`src/rtl/pipeline_hazard_ctrl_if.sv`:
```
// pipeline_hazard_ctrl_if: pipeline-side hazard inputs and stall/flush/debug outputs of the hazard controller
interface pipeline_hazard_ctrl_if;
  logic [4:0] FD_rs1Id_i, FD_rs2Id_i, DE_rdId_i;
  logic FD_readsRs1_i, FD_readsRs2_i;
  logic DE_isLoad_i, DE_isCSR_i, DE_wbEnable_i;
  logic aluBusy_i, EM_correctPC_i, HALT_i, resume_i;
  logic F_stall_o, D_stall_o, E_stall_o;
  logic D_flush_o, E_flush_o, M_flush_o;
  logic dataHazard_o, halted_o;
  logic [31:0] stallCnt_o, flushCnt_o;
  modport master (
    output FD_rs1Id_i, FD_rs2Id_i, DE_rdId_i, FD_readsRs1_i, FD_readsRs2_i,
           DE_isLoad_i, DE_isCSR_i, DE_wbEnable_i, aluBusy_i, EM_correctPC_i, HALT_i, resume_i,
    input  F_stall_o, D_stall_o, E_stall_o, D_flush_o, E_flush_o, M_flush_o,
           dataHazard_o, halted_o, stallCnt_o, flushCnt_o
  );
  modport slave (
    input  FD_rs1Id_i, FD_rs2Id_i, DE_rdId_i, FD_readsRs1_i, FD_readsRs2_i,
           DE_isLoad_i, DE_isCSR_i, DE_wbEnable_i, aluBusy_i, EM_correctPC_i, HALT_i, resume_i,
    output F_stall_o, D_stall_o, E_stall_o, D_flush_o, E_flush_o, M_flush_o,
           dataHazard_o, halted_o, stallCnt_o, flushCnt_o
  );
endinterface

```
`src/rtl/pipeline_hazard_ctrl.sv`:
```
// pipeline_hazard_ctrl: stall/flush priority, load-use detection, debug halt/step FSM and event counters
module pipeline_hazard_ctrl #(
  parameter int DRAIN_CYCLES = 2
) (
  input logic clk_i,
  input logic reset_i,
  pipeline_hazard_ctrl_if.slave hz
);
  localparam logic [1:0] RUN = 2'd0, DRAIN = 2'd1, HALTED = 2'd2, STEP = 2'd3;
  logic [1:0] state;
  logic [2:0] drain_cnt;
  logic [31:0] stall_cnt, flush_cnt;
  logic load_use, halt_set, corr, busy_row, lu_row, f_stall, d_flush;
  assign load_use = (hz.DE_isLoad_i | hz.DE_isCSR_i) & hz.DE_wbEnable_i & (hz.DE_rdId_i != 5'd0) &
                    ((hz.FD_readsRs1_i & (hz.FD_rs1Id_i == hz.DE_rdId_i)) |
                     (hz.FD_readsRs2_i & (hz.FD_rs2Id_i == hz.DE_rdId_i)));
  assign halt_set = (state == DRAIN) | (state == HALTED);
  // Priority rows only apply outside the halt set; a correction masks everything below it.
  assign corr     = !halt_set & hz.EM_correctPC_i;
  assign busy_row = !halt_set & !hz.EM_correctPC_i & hz.aluBusy_i;
  assign lu_row   = !halt_set & !hz.EM_correctPC_i & !hz.aluBusy_i & load_use;
  assign f_stall  = busy_row | lu_row;
  assign d_flush  = corr;
  assign hz.F_stall_o    = halt_set | f_stall;
  assign hz.D_stall_o    = halt_set | f_stall;
  assign hz.E_stall_o    = halt_set | busy_row;
  assign hz.D_flush_o    = d_flush;
  assign hz.E_flush_o    = corr | lu_row;
  assign hz.M_flush_o    = halt_set | busy_row;
  assign hz.dataHazard_o = load_use;
  assign hz.halted_o     = state == HALTED;
  assign hz.stallCnt_o   = stall_cnt;
  assign hz.flushCnt_o   = flush_cnt;
  always_ff @(posedge clk_i) begin
    if (reset_i) begin
      state     <= RUN;
      drain_cnt <= 3'd0;
      stall_cnt <= 32'd0;
      flush_cnt <= 32'd0;
    end else begin
      stall_cnt <= stall_cnt + {31'd0, f_stall};
      flush_cnt <= flush_cnt + {31'd0, d_flush};
      case (state)
        RUN: if (hz.HALT_i & !hz.EM_correctPC_i & !hz.aluBusy_i) begin
          state     <= DRAIN;
          drain_cnt <= 3'(DRAIN_CYCLES - 1);
        end
        DRAIN: if (drain_cnt == 3'd0) state <= HALTED;
               else drain_cnt <= drain_cnt - 3'd1;
        HALTED: if (hz.resume_i) state <= STEP;
        default: state <= RUN;
      endcase
    end
  end
endmodule

```
`src/flat_wrapper.sv`:
```
// flat-port wrapper written by rule: the top's interface ports become plain ports
module pipeline_hazard_ctrl_flat 
#(
  parameter int DRAIN_CYCLES = 2
)
  (clk_i, reset_i, hz_FD_rs1Id_i, hz_FD_rs2Id_i, hz_DE_rdId_i, hz_FD_readsRs1_i, hz_FD_readsRs2_i, hz_DE_isLoad_i, hz_DE_isCSR_i, hz_DE_wbEnable_i, hz_aluBusy_i, hz_EM_correctPC_i, hz_HALT_i, hz_resume_i, hz_F_stall_o, hz_D_stall_o, hz_E_stall_o, hz_D_flush_o, hz_E_flush_o, hz_M_flush_o, hz_dataHazard_o, hz_halted_o, hz_stallCnt_o, hz_flushCnt_o);
  pipeline_hazard_ctrl_if hz_i ();
  input logic clk_i;
  input logic reset_i;
  input wire logic [$bits(hz_i.FD_rs1Id_i)-1:0] hz_FD_rs1Id_i;
  input wire logic [$bits(hz_i.FD_rs2Id_i)-1:0] hz_FD_rs2Id_i;
  input wire logic [$bits(hz_i.DE_rdId_i)-1:0] hz_DE_rdId_i;
  input wire logic [$bits(hz_i.FD_readsRs1_i)-1:0] hz_FD_readsRs1_i;
  input wire logic [$bits(hz_i.FD_readsRs2_i)-1:0] hz_FD_readsRs2_i;
  input wire logic [$bits(hz_i.DE_isLoad_i)-1:0] hz_DE_isLoad_i;
  input wire logic [$bits(hz_i.DE_isCSR_i)-1:0] hz_DE_isCSR_i;
  input wire logic [$bits(hz_i.DE_wbEnable_i)-1:0] hz_DE_wbEnable_i;
  input wire logic [$bits(hz_i.aluBusy_i)-1:0] hz_aluBusy_i;
  input wire logic [$bits(hz_i.EM_correctPC_i)-1:0] hz_EM_correctPC_i;
  input wire logic [$bits(hz_i.HALT_i)-1:0] hz_HALT_i;
  input wire logic [$bits(hz_i.resume_i)-1:0] hz_resume_i;
  output wire logic [$bits(hz_i.F_stall_o)-1:0] hz_F_stall_o;
  output wire logic [$bits(hz_i.D_stall_o)-1:0] hz_D_stall_o;
  output wire logic [$bits(hz_i.E_stall_o)-1:0] hz_E_stall_o;
  output wire logic [$bits(hz_i.D_flush_o)-1:0] hz_D_flush_o;
  output wire logic [$bits(hz_i.E_flush_o)-1:0] hz_E_flush_o;
  output wire logic [$bits(hz_i.M_flush_o)-1:0] hz_M_flush_o;
  output wire logic [$bits(hz_i.dataHazard_o)-1:0] hz_dataHazard_o;
  output wire logic [$bits(hz_i.halted_o)-1:0] hz_halted_o;
  output wire logic [$bits(hz_i.stallCnt_o)-1:0] hz_stallCnt_o;
  output wire logic [$bits(hz_i.flushCnt_o)-1:0] hz_flushCnt_o;
  assign hz_i.FD_rs1Id_i = hz_FD_rs1Id_i;
  assign hz_i.FD_rs2Id_i = hz_FD_rs2Id_i;
  assign hz_i.DE_rdId_i = hz_DE_rdId_i;
  assign hz_i.FD_readsRs1_i = hz_FD_readsRs1_i;
  assign hz_i.FD_readsRs2_i = hz_FD_readsRs2_i;
  assign hz_i.DE_isLoad_i = hz_DE_isLoad_i;
  assign hz_i.DE_isCSR_i = hz_DE_isCSR_i;
  assign hz_i.DE_wbEnable_i = hz_DE_wbEnable_i;
  assign hz_i.aluBusy_i = hz_aluBusy_i;
  assign hz_i.EM_correctPC_i = hz_EM_correctPC_i;
  assign hz_i.HALT_i = hz_HALT_i;
  assign hz_i.resume_i = hz_resume_i;
  assign hz_F_stall_o = hz_i.F_stall_o;
  assign hz_D_stall_o = hz_i.D_stall_o;
  assign hz_E_stall_o = hz_i.E_stall_o;
  assign hz_D_flush_o = hz_i.D_flush_o;
  assign hz_E_flush_o = hz_i.E_flush_o;
  assign hz_M_flush_o = hz_i.M_flush_o;
  assign hz_dataHazard_o = hz_i.dataHazard_o;
  assign hz_halted_o = hz_i.halted_o;
  assign hz_stallCnt_o = hz_i.stallCnt_o;
  assign hz_flushCnt_o = hz_i.flushCnt_o;
  pipeline_hazard_ctrl #(.DRAIN_CYCLES(DRAIN_CYCLES)) u_core (.clk_i(clk_i), .reset_i(reset_i), .hz(hz_i));
endmodule
```
`config.mk`:
```
export PLATFORM = sky130hd
export DESIGN_NAME = pipeline_hazard_ctrl_flat
export DESIGN_NICKNAME = d
export VERILOG_FILES = /design/src/rtl/pipeline_hazard_ctrl_if.sv /design/src/rtl/pipeline_hazard_ctrl.sv /design/src/flat_wrapper.sv
export SDC_FILE = /design/constraint.sdc
export NUM_CORES = 1
export LEC_CHECK = 0
export CAP_MARGIN = 5
export CORE_MARGIN = 2
export CORE_UTILIZATION = 40
export DETAILED_ROUTE_END_ITERATION = 16
export HOLD_SLACK_MARGIN = 0.05
export PLACE_DENSITY = 0.76
export SLEW_MARGIN = 20
export SYNTH_ARGS = -nofsm -noshare
export SYNTH_HDL_FRONTEND = slang
export SYNTH_SLANG_ARGS = --single-unit
```
`constraint.sdc`:
```
create_clock -name clk_i -period 3.6 [get_ports clk_i]
set_clock_uncertainty 0.15 [all_clocks]
set_input_delay 0.36 -clock clk_i [delete_from_list [all_inputs] [get_ports clk_i]]
set_output_delay 0.36 -clock clk_i [all_outputs]
set_load 0.01 [all_outputs]
```
# Word-level counts from Yosys, hierarchy flattened
# Cells that the tools add are included.
# totals
ff_bits	69
latchBits	0
ramBits	0
mem_bits_ro	0
in_bits	26
out_inout_bits	72
wordCells	50
n_memories	0
# op_classes
add_sub_neg	3
multipliers	0
div_mod_pow	0
order_cmp	0
eq_ne	8
n_shift	0
n_mux	7
n_bitwise	19
reduce_logical	9
# ops
operator	count
$add A32 B1 Y32	2
$and A1 B1 Y1	12
$eq A5 B5 Y1	2
$or A1 B1 Y1	7
$mux W2	3
$mux W3	2
$ne A2 B2 Y1 const B	3
$pmux W2 S3	1
$pmux W3 S2	1
$reduce_and A3 Y1	2
$reduce_bool A5 Y1	1
$logic_not A1 Y1	3
$logic_not A3 Y1	1
$sub A3 B1 Y3 const B	1
$eq A2 B1 Y1 const B	1
$eq A2 B2 Y1 const B	1
$logic_not A2 Y1	1
$ne A2 B1 Y1 const B	1
$reduce_bool A2 Y1	1

# Depth between registers and ports, before layout
# depth
ltp_word	8
ltp_mapped	12
mapped_depth_nobuf	11

# Least setup slack after synthesis
# No wires, ideal clock.
# synth_path
kind	input port to flip-flop
start	in hz_DE_rdId_i[3]
end	reg u_core.stall_cnt[30], in the netlist u_core.hz.stallCnt_o[30]
arrival_time_ns	2.755
slack_ns	0.624
cell_stages	11
n_path_buf	1
cell_sequence	xor2_1 nor4_1 a32oi_1 o41ai_1 ha_1 ha_1 and4_1 buf_2 nand4_2 or4_1 a21oi_1
# synth_via
elab_chain_len	7
# synth_lines
element	line	rtl
start, declared	flat_wrapper.sv:12	input wire logic [$bits(hz_i.DE_rdId_i)-1:0] hz_DE_rdId_i;
$eq A5 B5 Y1 (on tied branches)	pipeline_hazard_ctrl.sv:15, pipeline_hazard_ctrl.sv:16	
$and A1 B1 Y1 (on tied branches)	pipeline_hazard_ctrl.sv:15, pipeline_hazard_ctrl.sv:16	
$or A1 B1 Y1	pipeline_hazard_ctrl.sv:15	((hz.FD_readsRs1_i & (hz.FD_rs1Id_i == hz.DE_rdId_i)) |
$and A1 B1 Y1 (*)	pipeline_hazard_ctrl.sv:14	assign load_use = (hz.DE_isLoad_i | hz.DE_isCSR_i) & hz.DE_wbEnable_i & (hz.DE_rdId_i != 5'd0) &
$and A1 B1 Y1 (*)	pipeline_hazard_ctrl.sv:21	assign lu_row = !halt_set & !hz.EM_correctPC_i & !hz.aluBusy_i & load_use;
$or A1 B1 Y1 (*)	pipeline_hazard_ctrl.sv:22	assign f_stall = busy_row | lu_row;
$add A32 B1 Y32 (*)	pipeline_hazard_ctrl.sv:41	stall_cnt <= stall_cnt + {31'd0, f_stall};
end signal, assigned	pipeline_hazard_ctrl.sv:41	
end, declared	pipeline_hazard_ctrl.sv:12	logic [31:0] stall_cnt, flush_cnt;
# Mark *: on every way between the ends. The rest lies on a longest branch, timed or not.
# A chain may end at the register's enable or synchronous reset.

# Final worst setup path
# Same ends and word-level chain as after synthesis.

==> impl_metrics.env <==
export IMPL_synth_area_top_cells="dfxtp_1, xor2_1, a21oi_1, or4_1, o31ai_1"
export IMPL_grt_total_usage_pct=17.5
export IMPL_final_cells=618
export IMPL_p_per_area_mw_per_mm2=399
export IMPL_wl_um=8540
export IMPL_syn_nets=441
export IMPL_timing_final_hold_violations=0
export IMPL_power_mw=1.92
export IMPL_postSynthCellCount=405
export IMPL_coreArea_mm2=0.00859
export IMPL_path_class="input pin to register"
export IMPL_syn_area_mm2=0.00350
export IMPL_post_route_period_util_pct=91.5
export IMPL_maxCapViolations=0
export IMPL_drc_errors=0
export IMPL_grt_pass1_vias=3149
export IMPL_status="finished, final reports clean"
export IMPL_synth_cell_type_count=40
export IMPL_antenna_cells=0
export IMPL_die_y_um=97.6
export IMPL_h_tree_depth=3
export IMPL_dieWidth_um=97.6
export IMPL_cp_start_kind="input pin"
export IMPL_grt_max_degree=38
export IMPL_gp_congestion=0.871
export IMPL_yosysTopAreaCellShare_pct=39.4
export IMPL_crit_arrival_ns=3.40
export IMPL_root_buffer="clkbuf_8"
export IMPL_area_growth_pct=37.2
export IMPL_num_vias=3434
export IMPL_grt_overflow=0
export IMPL_fin_crit_ns=3.29
export IMPL_clock_fmax_ghz=0.304
export IMPL_final_util_pct=55.9
export IMPL_crit_path_max_fanout=8
export IMPL_synth_seq_cells=69
export IMPL_ioPinCount=98
export IMPL_clock_sink_count=69
export IMPL_viasPerCell=5.56
export IMPL_insertion_delay_ns=0.33
export IMPL_rsz0062_at_grt="false"
export IMPL_avgSynthCellArea_um2=8.65
export IMPL_ys_flop_type="dfxtp_1"
export IMPL_cts_setup_buffers=0
export IMPL_ys_seq_area_share_pct=39.4
export IMPL_io_buffers=97
export IMPL_placed_cells=602
export IMPL_drive_above_1_share_pct=6.67
export IMPL_path_clk_slew_ns=0.08
export IMPL_synth_top_area_cell="dfxtp_1"
export IMPL_total_leakage_power_nw=1.61
export IMPL_end_kind="register"
export IMPL_cts_tree="yes"
export IMPL_hold_class="register to register"
export IMPL_tns_ns=0
export IMPL_vdd_ir_drop_max_v=0.000313
export IMPL_antenna_found_initial=0
export IMPL_synth_async_reset_ratio_pct=0
export IMPL_dieArea_mm2=0.00952
export IMPL_final_nets=541
export IMPL_start_util_pct=40.8
export IMPL_first_iter_violations=178
export IMPL_ant_nets=0
export IMPL_maxSlewHeadroom_pct=58.4
export IMPL_ctsResizeCount=0
export IMPL_worstPathRequired_ns=3.71
export IMPL_dp_hpwl_um=6250
export IMPL_worst_pin_slew_ns=0.623
export IMPL_cts_hold_buf=0
export IMPL_clk_path_buf_depth=2
export IMPL_report_final_slew_viol_count=0
export IMPL_wl_per_cell_um=13.8
export IMPL_rows=34
export IMPL_dr_pass1_iters=5
export IMPL_cts_buffers=9
export IMPL_fin_hold_ws_ns=0.335
export IMPL_grt_first_pass_wirelength_um=14200
export IMPL_ys_warn_count=0
export IMPL_synth_edf_count=0
export IMPL_finalSetupViolCount=0
## flip-flops by register name (all words and copies together) (netlist names)
| register | count |
|---|---|
| u_core.drain_cnt | 3 |
| u_core.state | 2 |
| u_core.hz.stallCnt_o | 32 |
| u_core.hz.flushCnt_o | 32 |
## power by group
| part | leakage, nW | internal [mW] | switching, mW |
|---|---|---|---|
| logic | 0.952 | 0.212 | 0.202 |
| registers | 0.557 | 0.795 | 0.0261 |
| clock network | 0.105 | 0.386 | 0.295 |
## metrics by stage
step / instance area (um^2) / setup WS [ns]
finish: 4800 / 0.306
global route: 4800 / 0.0739
CTS: 4800 / 0.294
detailed placement: 4590 / -0.0452
global placement: 4590 / 0.0319
floorplan: 3500 / 0.624
## metal layers
| layer | global-route usage (%) | part of all wire, % | routed length (um) |
|---|---|---|---|
| met5 | 0 | 0 | 0 |
| met2 | 30.3 | 49 | 4200 |
| met1 | 21.0 | 44 | 3760 |
| met3 | 3.88 | 5.1 | 434 |
| met4 | 7.05 | 1.6 | 140 |
## critical path: stages
cell             delay [ns]
clkdlybuf4s50_1        0.48
xor2_1                 0.19
nor4_1                 0.27
a32oi_1                0.16
o41ai_1                0.37
ha_1                   0.24
ha_1                   0.20
and4_1                 0.27
nand4_2                0.20
or4_1                  0.52
a21oi_1                0.15
## cell usage in the layout (no fill, tap or decap), types with 2 or more instances in the layout
cell | synthesis | layout
and4_1 | 14 | 14
o31ai_1 | 20 | 20
and3_1 | 4 | 4
a21o_1 | 2 | 2
nand2_1 | 20 | 20
dfxtp_1 | 69 | 69
clkdlybuf4s50_1 | 0 | 96
clkbuf_8 | 0 | 9
clkinv_2 | 0 | 3
nor2_1 | 32 | 32
nor3_1 | 3 | 3
mux2i_1 | 2 | 2
and2_1 | 5 | 5
or3_1 | 15 | 15
nand4_1 | 19 | 19
xor2_1 | 25 | 25
clkinvlp_4 | 0 | 2
or4_1 | 21 | 21
nor4_1 | 7 | 7
o21ai_0 | 15 | 15
xnor2_1 | 10 | 10
nor2b_1 | 6 | 6
nand3b_1 | 2 | 2
nand3_1 | 20 | 20
inv_1 | 12 | 12
ha_1 | 10 | 10
bufinv_16 | 0 | 2
buf_4 | 3 | 12
nand4_2 | 2 | 2
a21oi_1 | 38 | 38
## Yosys cell counts, types with 2 or more instances
master / count
xnor2_1: 10
nand2_1: 20
nor4_1: 7
nand3_1: 20
a21oi_1: 38
dfxtp_1: 69
buf_4: 3
or4_1: 21
clkbuf_1: 9
nand4_2: 2
buf_2: 7
or3_1: 15
a21o_1: 2
o21ai_0: 15
nor2b_1: 6
nand3b_1: 2
ha_1: 10
and4_1: 14
nor2_1: 32
mux2i_1: 2
nand4_1: 19
inv_1: 12
nor3_1: 3
o31ai_1: 20
and3_1: 4
xor2_1: 25
and2_1: 5
## cell families (layout without fill, tap and decap cells)
| family | after synthesis | count (layout) | share of synthesized area (%) |
|---|---|---|---|
| buffers and inverters | 32 | 137 | 4.22 |
| AND/OR/NAND/NOR | 175 | 175 | 29.5 |
| adder cells (fa/ha/maj) | 10 | 10 | 3.57 |
| multiplexers | 2 | 2 | 0.572 |
| AO/OA/AOI/OAI | 82 | 82 | 14.0 |
| XOR/XNOR | 35 | 35 | 8.75 |
| flip-flops | 69 | 69 | 39.4 |
## path summary, 6_finish.rpt
path,startpoint,depth (start not counted),slack [ns],end
worst max-delay path,hz_DE_rdId_i[3],11,0.31,u_core.hz.stallCnt_o[30]
worst min-delay path,u_core.hz.stallCnt_o[31],2,0.34,u_core.hz.stallCnt_o[31]
worst max register to register,u_core.state[0],9,0.53,u_core.hz.stallCnt_o[30]
worst min register to register,u_core.hz.stallCnt_o[31],2,0.34,u_core.hz.stallCnt_o[31]
## final cells by class
cell class / count / area [um^2]
clock buffers: 9 / 124
clock inverters: 7 / 90.1
fillers: 779 / 3790
inverters: 12 / 45.0
multi-input cells: 304 / 1970
flip-flops and latches: 69 / 1380
well taps: 108 / 135
repair buffers: 109 / 1060
(Power assumes the default switching activity.)
